### src/rtl/bsg_noc_pkg.sv
// Shared NoC router types and helpers used by the wormhole arbiters and router assertions.
package bsg_noc_pkg;

  typedef enum logic [0:0] {
    IDLE = 1'b0,
    BUSY = 1'b1
  } bsg_wormhole_arb_state_e;

  // Index of the set bit of a one-hot vector (lowest set bit if not one-hot).
  function automatic int unsigned onehot_to_idx(input logic [31:0] oh);
    int unsigned idx;
    idx = 0;
    for (int i = 31; i >= 0; i--) begin
      if (oh[i]) idx = i;
    end
    return idx;
  endfunction

  function automatic int unsigned safe_clog2(input int unsigned n);
    return (n > 1) ? $clog2(n) : 1;
  endfunction

endpackage

### src/rtl/bsg_wormhole_rr_pick.sv
// Rotating-priority encoder: first set request strictly after last_i, wrapping around.
module bsg_wormhole_rr_pick
  import bsg_noc_pkg::*;
#(
  parameter int inputs_p    = 5,
  parameter int lg_inputs_p = 3
) (
  input  logic [inputs_p-1:0]    reqs_i,
  input  logic [lg_inputs_p-1:0] last_i,
  output logic [inputs_p-1:0]    grant_o,
  output logic [lg_inputs_p-1:0] idx_o,
  output logic                   v_o
);

  int   cand;
  logic found;

  always_comb begin
    grant_o = '0;
    idx_o   = '0;
    found   = 1'b0;
    cand    = 0;
    // Offset inputs_p lands back on last_i, so a sole requester always wins.
    for (int off = 1; off <= inputs_p; off++) begin
      cand = (int'(last_i) + off) % inputs_p;
      if (!found && reqs_i[cand]) begin
        found         = 1'b1;
        grant_o[cand] = 1'b1;
        idx_o         = lg_inputs_p'(cand);
      end
    end
  end

  assign v_o = |reqs_i;

endmodule

### src/rtl/bsg_wormhole_output_arbiter.sv
// Per-output wormhole allocator: round-robin header arbitration, grant locked for whole packet.
module bsg_wormhole_output_arbiter
  import bsg_noc_pkg::*;
#(
  parameter int inputs_p    = 5,
  parameter int width_p     = 32,
  parameter int len_width_p = 4
) (
  input  logic                            clk_i,
  input  logic                            reset_i,
  input  logic [inputs_p-1:0]             reqs_i,
  input  logic [inputs_p*len_width_p-1:0] len_i,
  input  logic [inputs_p*width_p-1:0]     data_i,
  output logic [inputs_p-1:0]             yumi_o,
  output logic                            v_o,
  output logic [width_p-1:0]              data_o,
  input  logic                            ready_and_i,
  output logic [inputs_p-1:0]             grant_o,
  output logic                            busy_o
);

  localparam int lg_inputs_lp = safe_clog2(inputs_p);

  bsg_wormhole_arb_state_e state_r, state_n;
  logic [inputs_p-1:0]     winner_r, winner_n;
  logic [lg_inputs_lp-1:0] last_r, last_n;
  logic [len_width_p-1:0]  count_r, count_n;

  logic [inputs_p-1:0]     pick_grant;
  logic [lg_inputs_lp-1:0] pick_idx;
  logic                    pick_v;
  logic [len_width_p-1:0]  head_len;
  logic                    xfer;

  bsg_wormhole_rr_pick #(
    .inputs_p   (inputs_p),
    .lg_inputs_p(lg_inputs_lp)
  ) u_pick (
    .reqs_i (reqs_i),
    .last_i (last_r),
    .grant_o(pick_grant),
    .idx_o  (pick_idx),
    .v_o    (pick_v)
  );

  always_comb begin
    head_len = '0;
    for (int i = 0; i < inputs_p; i++) begin
      if (pick_grant[i]) head_len |= len_i[i*len_width_p +: len_width_p];
    end
  end

  // Outputs are forced quiet while reset is held, even mid-packet.
  always_comb begin
    grant_o = '0;
    v_o     = 1'b0;
    if (!reset_i) begin
      if (state_r == IDLE) begin
        grant_o = pick_grant;
        v_o     = pick_v;
      end else begin
        grant_o = winner_r;
        v_o     = |(reqs_i & winner_r);
      end
    end
  end

  assign xfer   = v_o & ready_and_i;
  assign yumi_o = xfer ? grant_o : '0;
  assign busy_o = (state_r == BUSY) & ~reset_i;

  always_comb begin
    data_o = '0;
    for (int i = 0; i < inputs_p; i++) begin
      if (grant_o[i]) data_o |= data_i[i*width_p +: width_p];
    end
  end

  always_comb begin
    state_n  = state_r;
    winner_n = winner_r;
    last_n   = last_r;
    count_n  = count_r;
    unique case (state_r)
      IDLE: begin
        if (xfer) begin
          if (head_len == '0) begin
            last_n = pick_idx;
          end else begin
            state_n  = BUSY;
            winner_n = pick_grant;
            count_n  = head_len;
          end
        end
      end
      BUSY: begin
        if (xfer) begin
          count_n = count_r - len_width_p'(1);
          if (count_r == len_width_p'(1)) begin
            state_n  = IDLE;
            last_n   = lg_inputs_lp'(onehot_to_idx(32'(winner_r)));
            winner_n = '0;
          end
        end
      end
      default: state_n = IDLE;
    endcase
  end

  always_ff @(posedge clk_i) begin
    if (reset_i) begin
      state_r  <= IDLE;
      winner_r <= '0;
      last_r   <= lg_inputs_lp'(inputs_p - 1);
      count_r  <= '0;
    end else begin
      state_r  <= state_n;
      winner_r <= winner_n;
      last_r   <= last_n;
      count_r  <= count_n;
    end
  end

endmodule

### config.mk
export PLATFORM = sky130hd
export DESIGN_NAME = bsg_wormhole_output_arbiter
export DESIGN_NICKNAME = d
export VERILOG_FILES = /design/src/rtl/bsg_noc_pkg.sv /design/src/rtl/bsg_wormhole_rr_pick.sv /design/src/rtl/bsg_wormhole_output_arbiter.sv
export SDC_FILE = /design/constraint.sdc
export NUM_CORES = 1
export LEC_CHECK = 0
export BUFFER_PORTS_ARGS = -buffer_cell sky130_fd_sc_hd__buf_2
export CAP_MARGIN = 20
export CORE_ASPECT_RATIO = 0.5
export CORE_MARGIN = 4
export CORE_UTILIZATION = 35
export DETAILED_ROUTE_END_ITERATION = 8
export GPL_ROUTABILITY_DRIVEN = 1
export GPL_TIMING_DRIVEN = 0
export PLACE_DENSITY = 0.73
export SKIP_LAST_GASP = 1
export SYNTH_ARGS = -nofsm -noshare
export SYNTH_HDL_FRONTEND = slang
export SYNTH_HIERARCHICAL = 1
export SYNTH_SLANG_ARGS = --single-unit
### constraint.sdc
create_clock -name clk_i -period 14.5 [get_ports clk_i]
set_clock_uncertainty 0.15 [all_clocks]
set_input_delay 0.725 -clock clk_i [delete_from_list [all_inputs] [get_ports clk_i]]
set_output_delay 0.725 -clock clk_i [all_outputs]
set_load 0.02 [all_outputs]
; ---- Yosys cells after proc, flatten, opt, wreduce, memory -nomap -nowiden
; Cells that the tools add are included.
[totals]
ff_bits = 13
latch_bits = 0
ramBits = 0
mem_bits_ro = 0
inputBits = 188
wordCells = 145
n_memories = 0
[op_classes]
add_sub_neg = 6
multipliers = 0
n_div = 5
order_cmp = 10
n_eq_ne = 6
n_shift = 0
n_mux = 78
bitwise = 17
n_reduce_logical = 19
[op_table]
columns = operator, n
row1 = $ge A32 B1 Y1 const B, 5
row2 = $lt A32 B5 Y1 const B, 5
row3 = $mod A32 B4 Y32 const B, 5
row4 = $mux W32, 5
row5 = $or A32 B32 Y32, 4
row6 = $mux W5, 12
row7 = $mux W3, 14
row8 = $mux W4, 8
row9 = $mux W1, 25
row10 = $or A5 B5 Y5, 4
row11 = $or A4 B4 Y4, 4
row12 = $bmux W1 S3, 5
row13 = $demux W1 S3, 5
row14 = $pmux W5 S2, 1
row15 = $reduce_or A5 Y1, 2
row16 = $logic_and A1 B1 Y1, 9
row17 = $add A3 B2 Y4 const B, 2
row18 = $add A3 B3 Y4 const B, 2
row19 = $pmux W4 S2, 1
row20 = $reduce_and A4 Y1, 2
row21 = $ne A2 B1 Y1 const B, 3
row22 = $pmux W3 S2, 1
row23 = $and A5 B5 Y5, 1
row24 = $add A3 B1 Y4 const B, 1
row25 = 9 further kinds, 15

; ---- Logic depth before layout (Yosys ltp)
; Gate-level depths: netlist of run 1.
[depth]
word_depth = 31
mapped_depth = 26
mapped_depth_nobuf = 23

; ---- By module
; The synthesis of run 1 kept the hierarchy.
[modules_own_cells]
columns = mod, n_inst, cells_per_inst, area_per_inst_um2, seq_area_each_um2
row1 = bsg_wormhole_rr_pick, 1, 403, 2825.2, 0.0
row2 = bsg_wormhole_output_arbiter, 1, 238, 1704.1, 260.2

; ---- Least setup slack after synthesis of run 1
; Ideal clock, no wire load.
[synth_path]
path_kind = register -> output
from = register last_r[0]
to = output data_o[22]
t_arrival_ps = 6445
slack_ps = 7180
path_stages_with_launch = 26
path_buffers = 4
path_cell_list = dfxtp_1 > buf_2 > buf_2 > inv_1 > clkbuf_1 > ha_1 > clkinv_1 > ha_1 > nor2_1 > a211oi_1 > or2_2 > ha_1 > nand2b_1 > o21ai_0 > o31ai_4 > xnor2_1 > mux2i_1 > o211ai_2 > nor4_4 > nand4_1 > o211ai_1 > nand2_1 > a21oi_1 > clkbuf_1 > a22oi_1 > nand2_1
[synth_rtl]
columns = element, line
row1 = start: declaration, bsg_wormhole_output_arbiter.sv:26  ; logic [lg_inputs_lp-1:0] last_r, last_n;
row2 = start signal: assignment, bsg_wormhole_output_arbiter.sv:114  ; last_r <= lg_inputs_lp'(inputs_p - 1);
row3 = start signal: assignment, bsg_wormhole_output_arbiter.sv:119  ; last_r <= last_n;
row4 = branches (longest 17 deep; another with $mod A32 B4 Y32), -
row5 = $mux W5 (*), bsg_wormhole_rr_pick.sv:26  ; if (!found && reqs_i[cand]) begin
row6 = named net pick_grant[3], bsg_wormhole_output_arbiter.sv:29  ; logic [inputs_p-1:0] pick_grant;
row7 = $mux W5 (*), bsg_wormhole_output_arbiter.sv:58  ; if (state_r == IDLE) begin
row8 = $mux W5 (*), bsg_wormhole_output_arbiter.sv:57  ; if (!reset_i) begin
row9 = named net grant_o[3], bsg_wormhole_output_arbiter.sv:18  ; output logic [inputs_p-1:0] grant_o,
row10 = $mux W32 (*), bsg_wormhole_output_arbiter.sv:75  ; if (grant_o[i]) data_o |= data_i[i*width_p +: width_p];
row11 = $or A32 B32 Y32, bsg_wormhole_output_arbiter.sv:75
row12 = $mux W32 (*), bsg_wormhole_output_arbiter.sv:75
row13 = end: declaration, bsg_wormhole_output_arbiter.sv:16  ; output logic [width_p-1:0] data_o,
; Mark *: on every way through the listed nets, which the timed path passes. The select of a mux whose other input is x is not followed.

; ---- Final worst setup path of run 1
[layout_path]
from = register last_r[0]
to = output data_o[30]
[layout_rtl]
columns = element, line
row1 = branches (longest 17 deep; another with $mod A32 B4 Y32), -
row2 = $mux W5 (*), bsg_wormhole_rr_pick.sv:26
row3 = named net pick_grant[3], bsg_wormhole_output_arbiter.sv:29
row4 = $mux W5 (*), bsg_wormhole_output_arbiter.sv:58
row5 = $mux W5 (*), bsg_wormhole_output_arbiter.sv:57
row6 = $mux W32 (*), bsg_wormhole_output_arbiter.sv:75
row7 = $or A32 B32 Y32, bsg_wormhole_output_arbiter.sv:75
row8 = $mux W32 (*), bsg_wormhole_output_arbiter.sv:75
; Marked as above.

==> flow_metrics.py, run 1 <==
metrics = {
    "sta": {
        "fin_crit_ns": 9.690,
        "slew_headroom": 0.5099,
        "hold_viol": 0,
        "worst_pin_slew_ns": 0.7351,
        "slew_violations": 0,
        "setup_viol": 0,
        "setup_tns_ns": 0,
        "fmax_ghz": 0.1032,
        "rsz0062_at_grt": "no",
        "post-route-period-util": 0.6683,
    },
    "clock_network": {
        "clkTransAtPathRegs_ns": 0.05,
        "holdBufCountCts": 0,
        "post_cts_buffers": 0,
        "htreeDepth": 1,
        "cts_resized": 0,
        "cts-root-buf": "clkbuf_16",
        "cts_tree": "built",
        "clock_latency_ns": 0.25,
        "max-clock-path-buffers": 2,
        "numCtsBuffers": 3,
        "clock-sinks": 13,
    },
    "synthesis": {
        "ys_ff_latch": 13,
        "synth_warnings": 6,
        "netlist_instances": 641,
        "synth_edf_count": 0,
        "avgSynthCellArea_um2": 7.066,
        "synth_async_sr_flop_share": 0,
        "synth_ff_type": "dfxtp_1",
        "yosysSeqAreaShare": 0.05746,
        "syn_area_um2": 4529,
        "synth_nets": 864,
        "ys_types": 87,
    },
    "global_routing": {
        "grt_pass1_vias": 5695,
        "overflow": 0,
        "grt_max_degree": 14,
        "antenna_found_initial": 0,
        "grt_usage": 0.2268,
        "grt_pass1_wl_mm": 28.35,
    },
    "hold_path": {
        "whs_path_depth": 2,
        "worstHoldPathType": "reg2reg",
        "hp-start": "count_r[1]",
    },
    "detailed_routing": {
        "wire_per_inst_um": 17.60,
        "drtIter0Drc": 633,
        "dr.pass1.iters": 8,
        "ant_nets": 0,
        "vias": 6306,
        "drcViolationCount": 0,
        "routed_wl_mm": 18.41,
        "viasPerCell": 6.029,
    },
    "worst_setup_path": {
        "end_kind": "output port",
        "worst-r2r-cell-count": 25,
        "critical_path.startpoint_type": "flop",
        "r2r_start": "last_r[0]",
        "path_class": "reg2out",
        "setup.worst_path.start": "last_r[0]",
        "required_ns": 13.62,
        "cp_max_fo": 13,
        "r2r_setup_slack_ns": 5.83,
        "critPathArrivalTime_ns": 8.82,
    },
    "power": {
        "p_sw_uw": 833.6,
        "internal_power_uw": 546.7,
        "combPwrFrac": 0.918,
        "p_clk_frac": 0.038,
        "vdd.ir_drop.worst_mv": 0.1215,
        "power_uw": 1380,
        "sequentialPowerShare": 0.043,
        "swShare": 0.6039,
        "leakagePower_uw": 0.002844,
        "cellPowerDensity_nw_per_um2": 230.9,
    },
    "placed_design": {
        "io_buffers": 231,
        "place_area_um2": 5898,
        "dp.cells": 1042,
        "hpwl_mm": 15.07,
        "place.gp.congestion": 0.9479,
    },
    "run_status": {
        "status": "completed",
    },
    "final_layout": {
        "stdcell_count": 1046,
        "area_growth_pct": 31.96,
        "stdcell_area_um2": 5977,
        "antenna_cells": 0,
        "drive_above_1_share": 0.3208,
        "nNetsFinal": 1100,
    },
    "floorplan": {
        "fp.dieW_um": 168.9,
        "core_area_um2": 12660,
        "rows": 29,
        "ios": 232,
        "dieArea_um2": 14940,
        "dieHeight_um": 88.44,
        "initial_core_util": 0.3577,
    },
    "flow_run": {
        "cap_viol_max_count": 0,
    },
}
[synth_stat cells (all sizes together) (5+ instances only)]
library cell / count / share of area
nand2: 104 / 0.087
a21oi: 40 / 0.046
a22oi: 39 / 0.065
nor2: 37 / 0.031
a222oi: 36 / 0.080
ha: 35 / 0.097
inv: 31 / 0.026
o21ai: 23 / 0.025
clkbuf: 22 / 0.018
mux2i: 22 / 0.051
nand3: 16 / 0.018
buf: 15 / 0.020
nor3: 14 / 0.018
and3: 13 / 0.019
dfxtp: 13 / 0.057
nor4: 11 / 0.022
xnor2: 11 / 0.027
o211ai: 9 / 0.016
nand2b: 8 / 0.011
o311ai: 7 / 0.015
a211o: 6 / 0.012
a211oi: 6 / 0.0099
nor2b: 6 / 0.0083
or2: 6 / 0.0083
or3: 6 / 0.0083
a311oi: 5 / 0.0097
a31oi: 5 / 0.0069
and2: 5 / 0.0069
nand4: 5 / 0.0069
o221ai: 5 / 0.0097
o31ai: 5 / 0.011
[stage by stage]
| stage | hold WS (ns) | setup slack, ns | util |
|---|---|---|---|
| floorplan | 0.3111 | 7.180 | - |
| global placement | 0.3319 | 5.190 | 0.4658 |
| detailed placement | 0.3412 | 5.122 | 0.4658 |
| CTS | 0.3491 | 4.824 | 0.4720 |
| global route | 0.3647 | 4.128 | 0.4720 |
| finish | 0.3521 | 4.810 | 0.4720 |
[power groups by stage]
stage	clock network (uW)	logic [uW]	registers, uW
final	52.7	1270	59.9
after global placement	0	1230	59.6
after global routing	54.1	1380	61.1
after CTS	52.6	1250	59.6
after detailed placement	0	1250	60.2
after floorplan	0	926	55.7
[critical path, cell delays in order, from the launching register on]
cell and delay [ns]:
dfxtp_1 0.54, buf_2 0.31, buf_2 0.28, inv_1 0.22
clkbuf_1 0.39, ha_1 0.62, clkinv_1 0.42, ha_1 0.40
nor2_1 0.28, a211oi_1 0.15, or2_2 0.35, ha_1 0.31
nand2b_1 0.12, o21ai_0 0.14, o31ai_4 0.45, xnor2_1 0.27
mux2i_1 0.29, o211ai_2 0.23, nor4_4 0.50, nand4_1 0.16
o211ai_1 0.40, nand2_1 0.16, a21oi_1 0.53, clkbuf_1 0.48
a22oi_1 0.24, nand2_1 0.15, buf_2 0.17
[routing by layer]
metal | vias to the layer above | share of wire | GRT usage | wire (um)
met5 | - | 0 | 0 | 0
met2 | 287 | 0.49 | 0.4157 | 9047
met1 | 2971 | 0.42 | 0.2899 | 7799
li1 | 3016 | - | - | -
met3 | 32 | 0.067 | 0.02008 | 1233
met4 | 0 | 0.018 | 0.06259 | 333
[layout by cell type, fill, tap and decap left out, types with 5 or more instances in the layout]
cell / Yosys / final
buf_2: 8 / 239
nand2_1: 103 / 103
a22oi_1: 39 / 39
a21oi_1: 38 / 38
nor2_1: 37 / 37
a222oi_1: 36 / 36
ha_1: 35 / 35
inv_1: 27 / 27
clkbuf_1: 22 / 23
o21ai_0: 22 / 22
mux2i_1: 19 / 19
nand3_1: 16 / 16
dfxtp_1: 13 / 13
and3_1: 12 / 12
nor3_1: 12 / 12
nor4_1: 9 / 9
xnor2_1: 9 / 9
nand2b_1: 8 / 8
o211ai_1: 8 / 8
a211o_1: 6 / 6
or3_1: 6 / 6
a211oi_1: 6 / 6
nor2b_1: 6 / 6
nand4_1: 5 / 5
a31oi_1: 5 / 5
o311ai_0: 5 / 5
a311oi_1: 5 / 5
and2_1: 5 / 5
o221ai_1: 5 / 5
[worst paths after layout]
check                end
max           data_o[30]
min reg2reg   count_r[1]
min           count_r[1]
max reg2reg  winner_r[3]
[final cells by class]
class | count | area (um2)
plain buffers | 37 | 171.4
clock buffers | 4 | 78.83
fillers | 1276 | 6686
inverters | 32 | 120.1
multi-input cells | 559 | 3978
flip-flops and latches | 13 | 260.3
well taps | 170 | 212.7
repair buffers | 231 | 1156
[kinds of logic after synthesis]
logic type,count (synthesis),synth area share
AOI/OAI and AO/OA,230,0.3992
xor gates and xnor gates,13,0.03260
adders and majority gates,35,0.09669
buffers and inverters,69,0.06436
DFF,13,0.05746
muxes,26,0.06105
and+or+nand+nor,255,0.2887
[flip-flops by register name (all words and copies together), names as in the netlist]
| register | flops |
|---|---|
| last_r | 3 |
| winner_r | 5 |
| count_r | 4 |
| state_r | 1 |
(Power assumes the default switching activity.)
==> inputs of run 2 (changes only) <==
--- a/config.mk
+++ b/config.mk
@@ -5,6 +5,7 @@
 export SDC_FILE = /design/constraint.sdc
 export NUM_CORES = 1
 export LEC_CHECK = 0
+export ABC_AREA = 1
 export BUFFER_PORTS_ARGS = -buffer_cell sky130_fd_sc_hd__buf_2
 export CAP_MARGIN = 20
 export CORE_ASPECT_RATIO = 0.5
@@ -13,7 +14,7 @@
 export DETAILED_ROUTE_END_ITERATION = 8
 export GPL_ROUTABILITY_DRIVEN = 1
 export GPL_TIMING_DRIVEN = 0
-export PLACE_DENSITY = 0.73
+export PLACE_DENSITY = 0.75
 export SKIP_LAST_GASP = 1
 export SYNTH_ARGS = -nofsm -noshare
 export SYNTH_HDL_FRONTEND = slang
==> constraint.sdc (replaced) <==
create_clock -name clk_i -period 8.8 [get_ports clk_i]
set_clock_uncertainty 0.15 [all_clocks]
set_input_delay 0.44 -clock clk_i [delete_from_list [all_inputs] [get_ports clk_i]]
set_output_delay 0.44 -clock clk_i [all_outputs]
set_load 0.02 [all_outputs]
==> run 2 against run 1 <==
Compared with the run above: worst hold slack got worse by 0.0054 ns; count of clock-buffer cells in the layout unchanged; core utilization increased by 0.75 points; register-to-register slack worse by 2.9 ns; cell area is 4.8% higher; flip-flop and latch count did not move; cell count increased by 28%; critical path type unchanged; critical path depth grew 12; global-route usage is essentially flat; setup slack got worse by 2.6 ns; first-iteration DRC count is 1.3% lower; synthesized cell count grew 46%.
==> flow_metrics.py, run 2 <==
metrics = {
    "run_status": {
        "status": "completed",
    },
    "detailed_routing": {
        "vias": 6789,
        "drtIter0Drc": 625,
        "dr.pass1.iters": 5,
        "ant_nets": 0,
        "routed_wl_mm": 19.25,
        "wire_per_inst_um": 14.37,
        "drcViolationCount": 0,
        "viasPerCell": 5.070,
    },
    "synthesis": {
        "netlist_top_cells_area": "nand2_1 (28%), nand3_1 (13%), ha_1 (9.1%), inv_1 (8.3%), dfxtp_1 (5.4%)",
        "netlist_instances": 935,
        "avgSynthCellArea_um2": 5.156,
        "syn_area_um2": 4821,
        "ys_ff_latch": 13,
        "yosysSeqAreaShare": 0.05398,
        "synth_warnings": 6,
        "ys_types": 46,
        "synth_commonest_cells": "nand2_1 (365), nand3_1 (125), inv_1 (106), nor2_1 (68), a21oi_1 (44)",
        "synth_async_sr_flop_share": 0,
        "post-synth-top-count-cell": "nand2_1",
        "synth_area_leader_cell": "nand2_1",
        "synth_edf_count": 0,
        "synth_top_area_frac": 0.2842,
        "synth_nets": 1158,
        "synth_ff_type": "dfxtp_1",
    },
    "floorplan": {
        "dieArea_um2": 15830,
        "ios": 232,
        "fp.dieW_um": 174.0,
        "rows": 29,
        "initial_core_util": 0.3691,
        "dieHeight_um": 90.99,
        "core_area_um2": 13060,
    },
    "clock_network": {
        "clock-sinks": 13,
        "cts_tree": "built",
        "post_cts_buffers": 0,
        "holdBufCountCts": 0,
        "cts_resized": 0,
        "numCtsBuffers": 3,
        "clkTransAtPathRegs_ns": 0.05,
        "htreeDepth": 1,
        "max-clock-path-buffers": 2,
        "clock_latency_ns": 0.24,
        "cts-root-buf": "clkbuf_16",
    },
    "placed_design": {
        "hpwl_mm": 16.37,
        "dp.cells": 1335,
        "place_ws_ns": 2.574,
        "place.gp.congestion": 1.003,
        "io_buffers": 230,
    },
    "worst_setup_path": {
        "cp_slowest_stage_delay_ns": 0.54,
        "cpMostUsedCell": "nand2_1",
        "critPathArrivalTime_ns": 5.97,
        "required_ns": 8.21,
        "path_class": "reg2out",
        "crit_slowest_cell": "dfxtp_1",
        "cp_max_fo": 13,
        "critical_path.startpoint_type": "flop",
        "end_kind": "output port",
    },
    "final_layout": {
        "largest_register_ffs": 5,
        "final_cell_mix": "nand2_1 (365), buf_2 (240), nand3_1 (125)",
        "antenna_cells": 0,
        "multiInputGateArea_um2": 3901,
        "final_common_cell": "nand2_1",
        "drive_above_1_share": 0.2772,
        "regArea_um2": 260.3,
        "n_fill_cell": 1439,
        "nNetsFinal": 1393,
        "stdcell_count": 1339,
        "top_register": "winner_r",
        "area_growth_pct": 29.92,
        "top_regs": "winner_r x5, count_r x4, last_r x3",
    },
    "sta": {
        "worst_pin_slew_ns": 0.5807,
        "setup_tns_ns": 0,
        "setup_slack_ns": 2.238,
        "rsz0062_at_grt": "no",
        "fmax_ghz": 0.1524,
        "slew_headroom": 0.6088,
        "hold_viol": 0,
        "hold_slack_ns": 0.3468,
        "fin_crit_ns": 6.562,
        "setup_viol": 0,
        "post-route-period-util": 0.7457,
        "slew_violations": 0,
    },
    "flow_run": {
        "cap_viol_max_count": 0,
    },
    "global_routing": {
        "grt_usage": 0.2266,
        "grt_pass1_wl_mm": 30.49,
        "antenna_found_initial": 0,
        "overflow": 0,
        "grt_pass1_vias": 6041,
        "grt_max_degree": 14,
    },
    "hold_path": {
        "worstHoldPathType": "in2reg",
    },
}
[run 2: changes by cell type after synthesis, sizes merged, moves of 12 or more]
cell | before | now
a22oi | 39 | 0
nor2 | 37 | 75
clkbuf | 22 | 3
inv | 31 | 121
nand3 | 16 | 134
a222oi | 36 | 0
and3 | 13 | 0
nand2 | 104 | 393
mux2i | 22 | 0
o21ai | 23 | 35
nand4 | 5 | 18
[run 2: layout make-up]
type | count | area share
repair buffers | 230 | 0.1838
clock buffers | 4 | 0.01258
multi-input cells | 774 | 0.6229
flip-flops and latches | 13 | 0.04155
inverters | 121 | 0.07451
plain buffers | 27 | 0.03076
well taps | 170 | 0.03396
[run 2: metrics by stage]
stage | area (um2) | utilization
finish | 6264 | 0.4795
global route | 6264 | 0.4795
CTS | 6264 | 0.4795
detailed placement | 6185 | 0.4735
global placement | 6185 | 0.4735
floorplan | 4821 | -
[run 2: final timing paths]
kind                endpoint        from  depth (start not counted)  slack (ns)
hold / removal       state_r     reset_i                          2        0.35
setup reg to reg  count_r[2]   last_r[0]                         37        2.94
hold reg to reg   count_r[3]  count_r[3]                          2        0.37
setup / recovery  data_o[25]   last_r[0]                         38        2.24
[run 2: routing by layer]
metal / up-vias / global-route usage / share of wire
met1: 3032 / 0.3136 / 0.44
met4: 0 / 0.03489 / 0.011
li1: 3456 / - / -
met2: 276 / 0.3896 / 0.47
met5: - / 0 / 0
met3: 25 / 0.02573 / 0.076
[run 2: critical path: cells and delay by family (launching register included)]
family	cells	cell delay, ns
and+or+nand+nor	21	2.34
buffers and inverters	11	1.51
adders and majority gates	3	0.81
DFF	1	0.54
AOI/OAI and AO/OA	3	0.51
[run 2: logic make-up after synthesis]
group / Yosys count / share of synthesized area
fa+ha+maj: 35 / 0.09084
buf+inv: 148 / 0.1368
simple gates: 643 / 0.5941
compound gates: 89 / 0.1100
flops: 13 / 0.05398
xor+xnor: 7 / 0.01428
Power of run 2 is left out: the tool's default activity adds up to more than one toggle a clock period on the data nets, which glitch-free logic cannot reach.
